$ cat config.mk
export PLATFORM = sky130hd
export DESIGN_NAME = sr_latch_sequencer
export DESIGN_NICKNAME = d
export VERILOG_FILES = /design/src/rtl/sr_seq_pkg.sv /design/src/rtl/rr_arbiter.sv /design/src/rtl/sr_latch_sequencer.sv
export SDC_FILE = /design/constraint.sdc
export NUM_CORES = 1
export LEC_CHECK = 0
export CORE_ASPECT_RATIO = 1.25
export CORE_UTILIZATION = 43
export CTS_CLUSTER_SIZE = 14
export DETAILED_ROUTE_END_ITERATION = 7
export HOLD_SLACK_MARGIN = 0.15
export PLACE_DENSITY = 0.73
export SLEW_MARGIN = 25
export SYNTH_ARGS = -nofsm -noshare
export SYNTH_HDL_FRONTEND = slang
export SYNTH_SLANG_ARGS = --single-unit
$ cat constraint.sdc
create_clock -name clk -period 3.2 [get_ports clk]
set_input_delay 0.48 -clock clk [delete_from_list [all_inputs] [get_ports clk]]
set_output_delay 0.48 -clock clk [all_outputs]
set_load 0.02 [all_outputs]
$ cat src/rtl/sr_seq_pkg.sv
// Shared types and constants for the SR latch sequencer.
package sr_seq_pkg;

  typedef enum logic [1:0] {
    IDLE   = 2'd0,
    PULSE  = 2'd1,
    SETTLE = 2'd2,
    CHECK  = 2'd3
  } state_t;

  localparam logic OP_SET = 1'b1;
  localparam logic OP_CLR = 1'b0;

  function automatic int max_int(input int a, input int b);
    return (a > b) ? a : b;
  endfunction

endpackage

$ cat src/rtl/rr_arbiter.sv
// Combinational round-robin arbiter: grants the first request at or after ptr.
// The pointer register is owned by the instantiating module.
module rr_arbiter #(
  parameter int N = 4,
  localparam int W = $clog2(N)
) (
  input  logic [N-1:0] req,
  input  logic [W-1:0] ptr,
  input  logic         en,
  output logic [N-1:0] gnt,
  output logic [W-1:0] gnt_idx
);

  logic [W-1:0] j;

  // Scan offsets from farthest to nearest so the nearest valid request wins.
  always_comb begin
    gnt     = '0;
    gnt_idx = '0;
    j       = '0;
    if (en) begin
      for (int i = N - 1; i >= 0; i--) begin
        j = W'((int'(ptr) + i) % N);
        if (req[j]) begin
          gnt     = '0;
          gnt[j]  = 1'b1;
          gnt_idx = j;
        end
      end
    end
  end

endmodule

$ cat src/rtl/sr_latch_sequencer.sv
// Round-robin sequencer driving timed S/R pulses into a bank of NOR SR latches.
// Define SR_SEQ_READBACK_EN to add the CHECK state that compares q_in after each pulse.
//
// state  | meaning
// IDLE   | arbitrate requests, grant and launch a pulse
// PULSE  | drive S or R of the selected latch for PULSE_W cycles
// SETTLE | all drives low for GAP_W cycles
// CHECK  | one cycle readback compare of q_in (readback build only)
module sr_latch_sequencer
  import sr_seq_pkg::*;
#(
  parameter int N_REQ     = 4,
  parameter int NUM_LATCH = 8,
  parameter int PULSE_W   = 2,
  parameter int GAP_W     = 1,
  localparam int IW = $clog2(NUM_LATCH),
  localparam int PW = $clog2(N_REQ)
) (
  input  logic                  clk,
  input  logic                  rst_n,
  input  logic [N_REQ-1:0]      req_valid,
  input  logic [N_REQ-1:0]      req_op,
  input  logic [N_REQ*IW-1:0]   req_idx,
  output logic [N_REQ-1:0]      req_ready,
  output logic [NUM_LATCH-1:0]  s_out,
  output logic [NUM_LATCH-1:0]  r_out,
  input  logic [NUM_LATCH-1:0]  q_in,
  output logic                  busy,
  output logic                  done,
  output logic                  err
);

  localparam int CW = $clog2(max_int(PULSE_W, GAP_W) + 1);

  state_t               state_q, state_d;
  logic [CW-1:0]        cnt_q, cnt_d;
  logic [PW-1:0]        ptr_q, ptr_d;
  logic                 op_q, op_d;
  logic [IW-1:0]        idx_q, idx_d;
  logic                 oor_q, oor_d;
  logic                 err_q, err_d;
  logic [NUM_LATCH-1:0] s_q, s_d, r_q, r_d;

  logic [N_REQ-1:0]     gnt;
  logic [PW-1:0]        gnt_idx;
  logic                 op_new;
  logic [IW-1:0]        idx_new;
  logic                 oor_new;
  logic [NUM_LATCH-1:0] sel_new, sel_q;

  rr_arbiter #(.N(N_REQ)) u_arb (
    .req     (req_valid),
    .ptr     (ptr_q),
    .en      (state_q == IDLE),
    .gnt     (gnt),
    .gnt_idx (gnt_idx)
  );

  assign op_new  = req_op[gnt_idx];
  assign idx_new = req_idx[int'(gnt_idx)*IW +: IW];
  assign oor_new = (int'(idx_new) >= NUM_LATCH);
  // Out-of-range targets select no latch, so no drive can ever reach the bank.
  assign sel_new = oor_new ? '0 : (NUM_LATCH'(1) << idx_new);
  assign sel_q   = oor_q   ? '0 : (NUM_LATCH'(1) << idx_q);

`ifndef SR_SEQ_READBACK_EN
  logic unused_q;
  assign unused_q = ^q_in;
`endif

  always_ff @(posedge clk or negedge rst_n) begin
    if (!rst_n) begin
      state_q <= IDLE;
      cnt_q   <= '0;
      ptr_q   <= '0;
      op_q    <= OP_CLR;
      idx_q   <= '0;
      oor_q   <= 1'b0;
      err_q   <= 1'b0;
      s_q     <= '0;
      r_q     <= '0;
    end else begin
      state_q <= state_d;
      cnt_q   <= cnt_d;
      ptr_q   <= ptr_d;
      op_q    <= op_d;
      idx_q   <= idx_d;
      oor_q   <= oor_d;
      err_q   <= err_d;
      s_q     <= s_d;
      r_q     <= r_d;
    end
  end

  always_comb begin
    state_d = state_q;
    cnt_d   = cnt_q;
    ptr_d   = ptr_q;
    op_d    = op_q;
    idx_d   = idx_q;
    oor_d   = oor_q;
    err_d   = err_q;
    s_d     = '0;
    r_d     = '0;
    done    = 1'b0;
    case (state_q)
      IDLE: begin
        if (|gnt) begin
          ptr_d   = (gnt_idx == PW'(N_REQ - 1)) ? '0 : gnt_idx + PW'(1);
          op_d    = op_new;
          idx_d   = idx_new;
          oor_d   = oor_new;
          err_d   = err_q | oor_new;
          s_d     = (op_new == OP_SET) ? sel_new : '0;
          r_d     = (op_new == OP_CLR) ? sel_new : '0;
          cnt_d   = CW'(PULSE_W);
          state_d = PULSE;
        end
      end
      PULSE: begin
        if (cnt_q == CW'(1)) begin
          cnt_d   = CW'(GAP_W);
          state_d = SETTLE;
        end else begin
          cnt_d = cnt_q - CW'(1);
          s_d   = (op_q == OP_SET) ? sel_q : '0;
          r_d   = (op_q == OP_CLR) ? sel_q : '0;
        end
      end
      SETTLE: begin
        if (cnt_q == CW'(1)) begin
`ifdef SR_SEQ_READBACK_EN
          state_d = CHECK;
`else
          done    = 1'b1;
          state_d = IDLE;
`endif
        end else begin
          cnt_d = cnt_q - CW'(1);
        end
      end
`ifdef SR_SEQ_READBACK_EN
      CHECK: begin
        done    = 1'b1;
        state_d = IDLE;
        if (!oor_q && ((|(q_in & sel_q)) != op_q)) err_d = 1'b1;
      end
`endif
      default: state_d = IDLE;
    endcase
  end

  assign req_ready = gnt;
  assign s_out     = s_q;
  assign r_out     = r_q;
  assign busy      = (state_q != IDLE);
  assign err       = err_q;

endmodule

### Word-level counts from Yosys, hierarchy flattened

Cells that the tools add are included.

* word-level logic and storage cells: 93
* output and inout bits: 23
* register bits after elaboration: 26
* input bits: 30

* multiplexer cells: 49
* reductions and logical operators: 11
* shift-type cells: 3
* multiply operators: 1
* add/sub/neg operators: 5
* equality and inequality tests: 8
* order comparisons: 9

Operators with widths (count)
* $mux 8: 8
* $pmux 8 s2: 2
* $mux 2: 12
* $mux 4: 5
* $shl 1x3->8 const A: 2
* $lt 2x3->1 const B: 5
* $pmux 2 s3: 2
* $shiftx 12x5->3: 1
* $mux 1: 11
* $bmux 1 s2: 5
* $demux 1 s2: 4
* $ge 2x1->1 const B: 4
* $ne 2x2->1 const B: 4
* $reduce_and 3->1: 2
* $add 2x1->2 const B: 2
* $add 2x2->2 const B: 2
* $eq 2x1->1 const B: 2
* $eq 2x2->1 const B: 2
* $logic_and 1x1->1: 4
* $mul 2x2->4 const B: 1
* $reduce_or 4->1: 1
* $reduce_bool 3->1: 1
* $logic_not 2->1: 1
* $reduce_and 2->1: 1
* other kinds (2): 2

### Longest topological paths before layout

Gate-level depths: netlist of the first run.

* depth after elaboration: 14
* mapped depth: 13
* mapped depth without buffers: 9

### By module

From an unflattened synthesis of the first run, not the netlist that was laid out.

* cell total of the unflattened synthesis: 174
* area, all modules: 1801.7 µm²

By module, submodules not included
* sr_latch_sequencer: times used 1, cells an instance 118, area each 1313.8 µm², sequential area each 650.6 µm²
* rr_arbiter: times used 1, cells an instance 56, area each 488.0 µm², sequential area each 0.0 µm²

### Worst setup path after synthesis of the first run

No wires, ideal clock.

* path type: register to register
* start: register ptr_q[0]
* end: register cnt_q[1]
* data required time: 3.072 ns
* stages on the path, launching flop included: 13
* clock period less this slack: 3.577 ns
* data arrival time: 3.449 ns
* slack: -0.377 ns
* library setup time: 0.128 ns
* buffers on the path: 3
* cell sequence: dfrtp_1 -> buf_6 -> clkbuf_1 -> inv_1 -> ha_1 -> mux4_2 -> a21oi_1 -> o311ai_1 -> a32o_1 -> or4_4 -> buf_6 -> o21ai_2 -> mux2_1

* cells in the longest elaborated chain, start to end: 13
* elaborated cells between the ends (all ways): 39
* classes of those cells: add/sub (3); order compare (8); eq/ne (1); mux (21); reduce/logical (6)

Ends and longest elaborated chain
* from (decl): line sr_latch_sequencer.sv:37 `logic [PW-1:0] ptr_q, ptr_d;`
* from (signal assigned): line sr_latch_sequencer.sv:85 `ptr_q <= ptr_d;`
* $add 2x2->2: line rr_arbiter.sv:23 `j = W'((int'(ptr) + i) % N);`
* $lt 2x3->1 (not written as such) or $ge 2x1->1 (tied branches): line rr_arbiter.sv:26 `gnt[j] = 1'b1;`
* $logic_and 1x1->1 (not written as such): line rr_arbiter.sv:26
* $mux 1 (not written as such): line rr_arbiter.sv:26
* $demux 1 s2
* $mux 4 (3 in series): line rr_arbiter.sv:24 `if (req[j]) begin`
* $mux 4 (*): line rr_arbiter.sv:24
* $mux 4 (*): line rr_arbiter.sv:21 `if (en) begin`
* named net req_ready[0]: line sr_latch_sequencer.sv:24 `output logic [N_REQ-1:0] req_ready,`
* $reduce_or 4->1 (*): line sr_latch_sequencer.sv:108 `if (|gnt) begin`
* $ne 2x2->1 (no source line) (*)
* $reduce_and 3->1 (no source line) (*)
* to (signal assigned): line sr_latch_sequencer.sv:84 `cnt_q <= cnt_d;`
* to (decl): line sr_latch_sequencer.sv:36 `logic [CW-1:0] cnt_q, cnt_d;`

The timed path passes the listed nets; every way through them passes the cells marked *. The select of a mux whose other input is x is not followed.
A chain may end at the register's enable or synchronous reset.

### Worst setup path in the final report of the first run

* start: input port req_valid[2]
* end: register r_q[1], in the netlist r_out[1]

* cells in the longest elaborated chain, start to end: 13
* elaborated cells between the ends (all ways): 27
* classes of those cells: mul (1); shift (2); mux (23); reduce/logical (1)

Ends and longest elaborated chain
* from (decl): line sr_latch_sequencer.sv:21 `input logic [N_REQ-1:0] req_valid,`
* $bmux 1 s2: line rr_arbiter.sv:24
* $mux 1 (not written as such): line rr_arbiter.sv:24
* $mux 2 (4 in series): line rr_arbiter.sv:24
* $mux 2: line rr_arbiter.sv:21
* $mul 2x2->4: line sr_latch_sequencer.sv:60 `assign idx_new = req_idx[int'(gnt_idx)*IW +: IW];`
* $shiftx 12x5->3: line sr_latch_sequencer.sv:60
* $shl 1x3->8: line sr_latch_sequencer.sv:63 `assign sel_new = oor_new ? '0 : (NUM_LATCH'(1) << idx_new);`
* $mux 8: line sr_latch_sequencer.sv:115 `r_d = (op_new == OP_CLR) ? sel_new : '0;`
* $mux 8 (*): line sr_latch_sequencer.sv:108
* $pmux 8 s2 (*): line sr_latch_sequencer.sv:106 `case (state_q)`
* named net r_d[1]: line sr_latch_sequencer.sv:42 `logic [NUM_LATCH-1:0] s_q, s_d, r_q, r_d;`
* to (signal assigned): line sr_latch_sequencer.sv:91 `r_q <= r_d;`
* to (decl): line sr_latch_sequencer.sv:42

Marks and branches as above.

==> reports/metrics.yaml, run 1 <==
cells_and_area:
  drive_gt1_frac: 0.2250
  area_delta_synth_final_pct: 38.90
  diodes: 0
  seq_area_um2: 651.9
  fill_cells: 375
  fin_cells: 296
  final_nets: 285
  multi_input_area_um2: 1109
  stdcell_area_um2: 2582
yosys:
  synth_ff_type: "dfrtp_1"
  synth_nets: 222
  syn_inst: 178
  yosysSeqAreaShare: 0.3499
  yosys.area.top_type: "dfrtp_1"
  synth.distinct_cells: 46
  ys_top_cells_by_count: "dfrtp_1 (26), o22ai_1 (17), inv_1 (16)"
  syn_area_per_cell_um2: 10.45
  synth-edff-count: 0
  synth-async-reset-ratio: 1.000
  synth_area_um2: 1859
  yosysMostFrequentCell: "dfrtp_1"
  yosys_warnings: 0
  synth_seq_cells: 26
  yosysTopAreaCellShare: 0.3499
  synthTopCellsByArea: "dfrtp_1 (35%), ha_1 (9.4%), mux4_2 (8.5%)"
timing:
  hold_slack_ns: 0.5652
  clock.fmax_mhz: 330.5
  drv_slew: 0
  hold_viol: 0
  post-route-period-util: 0.9457
  fin_ws_ns: 0.1739
  clock-skew-final_ns: 0.003331
  setup_viol: 0
  fin_crit_ns: 3.026
  setup_tns_ns: 0
  rsz0062_at_grt: "false"
pwr:
  ir_worst_vdd_v: 0.0004506
  cellPowerDensity_nw_per_um2: 1147
  cellLeakagePower_nw: 1.141
clocking:
  cts.sink_count: 26
  ctsHoldBuffers: 0
  post_cts_buffers: 0
  cts_tree: "built"
  clk_latency_ns: 0.27
  cts-htree-levels: 1
  cts.clk_slew.worst_paths_ns: 0.08
  numCtsBuffers: 3
  cts_root_buffer: "clkbuf_8"
  cts_buffer_depth: 2
setup_path:
  cp_num_buf_inv: 2
  worstReg2RegEnd: "r_out[1]$_DFF_PN0_"
  endpoint_kind: "flop"
  r2r_cells: 10
  cpPeakStageDelay_ns: 0.58
  cp-endpoint: "r_out[1]$_DFF_PN0_"
  rrSetupSlack_ns: 0.24
  critPathMaxFanout: 7
  crit_type: "primary input to flop"
  worstSetupStartpointType: "primary input"
  cp_cell_sequence: "clkdlybuf4s50_1 > mux4_2 > a21oi_1 > o221ai_2 > nand2_1 > buf_4 > mux4_2 > or3b_1 > o22ai_1"
  worst-path-stages: 9
  r2r_start: "ptr_q[0]$_DFFE_PN0P_"
  crit_slowest_cell: "mux4_2"
  critPathRequiredTime_ns: 3.39
  cp.arrival_ns: 3.22
  worst_path_most_repeated_cell: "mux4_2"
  cp_top_family: "multiplexers"
  timing.critical_path.from: "req_valid[2]"
drt:
  routed_wl_um: 3927
  first_pass_iters: 4
  route.detailed.drc: 0
  postRouteAntennaNets: 0
  vias: 1610
  vias_per_cell: 5.439
  routedWlPerCell_um: 13.27
  drt_iter0_markers: 48
placement:
  hpwl_um: 3182
  place_area_um2: 2509
  place_ws_ns: -0.1938
  finalWeightedCongestion: 0.8354
  dp_cells: 292
  io_buffers: 43
floorplanning:
  coreArea_um2: 4131
  die-area_um2: 4593
  dieHeight_um: 75.52
  rows: 26
  die_w_um: 60.82
  start_util: 0.4500
  io_pins: 53
global_route:
  grt_max_degree: 27
  grt_pass1_vias: 1507
  overflow: 0
  grt_usage: 0.1901
  antenna_found_initial: 0
  grt_pass1_wl_um: 6534
run_status:
  outcome: "completed"
job:
  cap_violations: 0
hold_path:
  hp-class: "primary input to asynchronous set/reset pin"
-- worst min-delay path by stage --
stage,to,slack [ns],depth (start not counted)
detailed placement,cnt_q[1]$_DFFE_PN0P_,0.55,1
finish,s_out[2]$_DFF_PN0_,0.57,2
CTS,s_out[2]$_DFF_PN0_,0.57,2
floorplan,cnt_q[0]$_DFFE_PN0P_,0.18,0
global route,s_out[2]$_DFF_PN0_,0.59,2
global placement,cnt_q[1]$_DFFE_PN0P_,0.54,1
-- report_power, final --
group          internal, W  total (W)  leakage, nW  switching (W)
combinational      0.00110    0.00214        0.766        0.00105
sequential        0.000472   0.000555        0.340      0.0000828
clock             0.000167   0.000263       0.0357      0.0000962
total              0.00174    0.00296         1.14        0.00122
-- cell type report --
class / count / area share
Multi-Input combinational cell: 127 / 0.4293
Sequential cell: 26 / 0.2524
Timing Repair Buffer: 66 / 0.2389
Tap cell: 56 / 0.02713
Inverter: 17 / 0.02471
Clock buffer: 3 / 0.01599
Clock inverter: 1 / 0.01163
-- per-layer routing --
| layer | vias up | track usage | part of all wire |
|---|---|---|---|
| met1 | 775 | 0.2138 | 0.40 |
| met5 | - | 0 | 0 |
| met2 | 45 | 0.3700 | 0.56 |
| met3 | 4 | 0.006791 | 0.033 |
| met4 | 0 | 0.07576 | 0.011 |
| li1 | 786 | - | - |
-- sequential cells by signal, indices dropped and copies added (netlist names) --
signal and flops:
ptr_q 2, s_out 8, state_q 2, op_q 1
r_out 8, cnt_q 2, idx_q 3
-- kinds of logic after synthesis --
family                     Yosys count  synth area share
buffers and inverters               25           0.06796
adders and majority gates           14           0.09421
DFF                                 26            0.3499
muxes                               21            0.1723
and+or+nand+nor                     41            0.1252
other                                1          0.002017
AOI/OAI and AO/OA                   50            0.1884
-- metrics by stage --
stage	util	power (W)
floorplan	-	0.002083
global placement	0.6072	0.002683
detailed placement	0.6072	0.002729
CTS	0.6236	0.002983
global route	0.6251	0.003198
finish	0.6251	0.002963
-- worst reg2reg max path: stages, from the launching register on --
cell      delay [ns]
dfrtp_2         0.44
inv_2           0.07
ha_4            0.30
mux4_2          0.38
a21oi_1         0.19
o221ai_2        0.12
nand2_1         0.10
buf_4           0.13
mux4_2          0.49
or3b_1          0.46
o22ai_1         0.19
-- what timing repair did --
item	in CTS	in global routing
resized for setup	3	3
endpoints found under the setup margin	4	3
endpoints found under the hold margin	0	0
-- cell usage in the layout (no fill, tap or decap), types with 2 or more instances in the layout --
master / Yosys / routed
a211oi_1: 4 / 4
a21oi_1: 8 / 8
a32o_1: 4 / 2
a32o_2: 0 / 2
and2_1: 2 / 2
buf_4: 1 / 22
clkbuf_8: 0 / 3
clkdlybuf4s50_1: 0 / 38
dfrtp_1: 26 / 25
dlygate4sd2_1: 0 / 3
dlymetal6s2s_1: 0 / 2
ha_1: 14 / 13
inv_1: 16 / 15
mux2_2: 5 / 5
mux2_4: 3 / 4
mux2i_1: 5 / 5
mux4_2: 7 / 7
nand2_1: 9 / 9
nand2b_1: 6 / 6
nand3b_1: 2 / 2
nand4_1: 4 / 4
nor2_1: 7 / 7
nor2b_1: 2 / 2
o21ai_0: 5 / 5
o22ai_1: 17 / 17
o311ai_0: 3 / 2
o311ai_1: 1 / 2
or2_2: 2 / 2
Power figures use the tool's default switching activity.
==> run 2: changes to the inputs <==
Settings changed: CAP_MARGIN set to 20.
==> results of run 2 <==
Same layout as run 1: the final DEF is identical, and so are final timing and power.
==> run 3: changes to the inputs <==
Settings changed: TNS_END_PERCENT set to 1.
==> run 3 against run 2 <==
  * Setup slack stayed put
  * Combinational power about the same
  * Critical path depth did not move
  * Largest power group unchanged
  * Total power about the same
  * Clock power about the same
  * Global-route usage unchanged
==> reports/metrics.yaml, run 3 (synthesis results as in run 1) <==
run_status:
  outcome: "completed"
drt:
  routed_wl_um: 3929  # about the same
  routedWlPerCell_um: 13.27  # about the same
  vias_per_cell: 5.439  # unchanged
  postRouteAntennaNets: 0  # unchanged
  vias: 1610  # unchanged
  drt_iter0_markers: 48  # unchanged
  route.detailed.drc: 0  # unchanged
  first_pass_iters: 4  # unchanged
setup_path:
  critPathRequiredTime_ns: 3.39  # about the same
  worst_path_most_repeated_cell: "mux4_2"
  cp.arrival_ns: 3.22  # about the same
  r2r_cells: 10  # unchanged
  worstReg2RegEnd: "r_out[1]$_DFF_PN0_"
  crit_type: "primary input to flop"
  worstSetupStartpointType: "primary input"
  critPathMaxFanout: 7  # unchanged
  cp_cell_sequence: "clkdlybuf4s50_1 > mux4_2 > a21oi_1 > o221ai_2 > nand2_1 > buf_4 > mux4_2 > or3b_1 > o22ai_1"
  cpPeakStageDelay_ns: 0.58  # about the same
  endpoint_kind: "flop"
  rrSetupSlack_ns: 0.24  # about the same
  crit_slowest_cell: "mux4_2"
  r2r_start: "ptr_q[0]$_DFFE_PN0P_"
clocking:
  cts.sink_count: 26  # unchanged
  clk_latency_ns: 0.27  # about the same
  cts_tree: "built"
  cts_root_buffer: "clkbuf_8"
  post_cts_buffers: 0  # unchanged
  cts-htree-levels: 1  # unchanged
  numCtsBuffers: 3  # unchanged
  cts_buffer_depth: 2  # unchanged
  cts.clk_slew.worst_paths_ns: 0.08  # about the same
floorplanning:
  dieHeight_um: 75.52  # unchanged
  start_util: 0.4500  # unchanged
  die-area_um2: 4593  # unchanged
  io_pins: 53  # unchanged
  coreArea_um2: 4131  # unchanged
  die_w_um: 60.82  # unchanged
  rows: 26  # unchanged
cells_and_area:
  area_delta_synth_final_pct: 38.83  # about the same
  fin_cells: 296  # unchanged
  fin_util: 0.6248  # about the same
  multi_input_area_um2: 1109  # unchanged
  stdcell_area_um2: 2581  # about the same
  fill_cells: 375  # unchanged
  final_cell_mix: "clkdlybuf4s50_1 (38), dfrtp_1 (25), buf_4 (23)"
  final_common_cell: "clkdlybuf4s50_1"
  drive_gt1_frac: 0.2292  # +0.004167
  seq_area_um2: 651.9  # unchanged
  final_nets: 285  # unchanged
  diodes: 0  # unchanged
timing:
  setup_viol: 0  # unchanged
  clock-skew-final_ns: 0.003331  # unchanged
  hold_slack_ns: 0.5652  # unchanged
  post-route-period-util: 0.9457  # unchanged
  clock.fmax_mhz: 330.5  # unchanged
  setup_tns_ns: 0  # unchanged
  hold_viol: 0  # unchanged
  drv_slew: 0  # unchanged
  fin_crit_ns: 3.026  # unchanged
  rsz0062_at_grt: "false"
placement:
  dp_cells: 292  # unchanged
  hpwl_um: 3182  # unchanged
  finalWeightedCongestion: 0.8354  # unchanged
  place_area_um2: 2509  # unchanged
  io_buffers: 43  # unchanged
hold_path:
  hp-class: "primary input to asynchronous set/reset pin"
job:
  cap_violations: 0  # unchanged
global_route:
  grt_pass1_wl_um: 6534  # unchanged
  antenna_found_initial: 0  # unchanged
  grt_pass1_vias: 1507  # unchanged
  grt_max_degree: 27  # unchanged
  grt_usage: 0.1901  # unchanged
  overflow: 0  # unchanged
pwr:
  ir_worst_vdd_v: 0.0004506  # unchanged
  cellPowerDensity_nw_per_um2: 1149  # +0.14%
  cellLeakagePower_nw: 1.139  # -0.20%
==> run 3: cell types whose count changed in the layout (fill, tap and decap cells not counted), sizes merged <==
cell	delta
buf	+1
dlygate4sd2	-1
==> run 3: how the worst max path moves through the flow <==
stage	depth (start not counted)	start	slack, ns	to
2_1_floorplan	12	ptr_q[0]$_DFFE_PN0P_	0.01	cnt_q[1]$_DFFE_PN0P_
3_3_place_gp	9	req_valid[0]	-0.17	r_out[1]$_DFF_PN0_
3_5_place_dp	9	req_valid[0]	-0.19	r_out[1]$_DFF_PN0_
4_1_cts	7	ptr_q[0]$_DFFE_PN0P_	0.01	req_ready[1]
5_1_grt	9	req_valid[2]	0.03	r_out[1]$_DFF_PN0_
6_report	9	req_valid[2]	0.17	r_out[1]$_DFF_PN0_
==> run 3: routing by layer <==
layer,up-vias,part of all wire,track usage
met5,-,0,0
met4,0,0.011,0.07576
met3,4,0.033,0.006791
met2,45,0.56,0.3700
met1,775,0.40,0.2138
li1,786,-,-
==> run 3: cell type report <==
type | count | area share
clock buffer | 3 | 0.01600
clock inverter | 1 | 0.01163
inverter | 17 | 0.02472
multi-input combinational | 127 | 0.4295
sequential | 26 | 0.2525
tap | 56 | 0.02714
timing repair buffer | 66 | 0.2385
==> run 3: power breakdown <==
part,internal (W),total (W),leakage (nW),switching (W)
clock network,0.000167,0.000263,0.0357,0.0000962
logic,0.00110,0.00215,0.764,0.00105
registers,0.000472,0.000555,0.340,0.0000828
total,0.00174,0.00297,1.14,0.00123
==> run 3: worst max-delay path, delay by kind of cell <==
kind	cells	cell delay, ns
muxes	2	1.07
buffers and inverters	2	0.60
and+or+nand+nor	2	0.56
AOI/OAI and AO/OA	3	0.50
==> run 3: metrics by stage <==
step / power, W / setup WS [ns]
3_5_place_dp: 0.002729 / -0.1938
5_1_grt: 0.003201 / 0.02893
3_3_place_gp: 0.002683 / -0.1728
2_1_floorplan: 0.002083 / 0.01355
4_1_cts: 0.002986 / 0.009960
6_report: 0.002965 / 0.1739
==> run 3: what timing repair did <==
action / CTS / global route
cloned: 0 / 0
resized for setup: 3 / 3
endpoints found under the setup margin: 4 / 3
hold buffers: 0 / 0
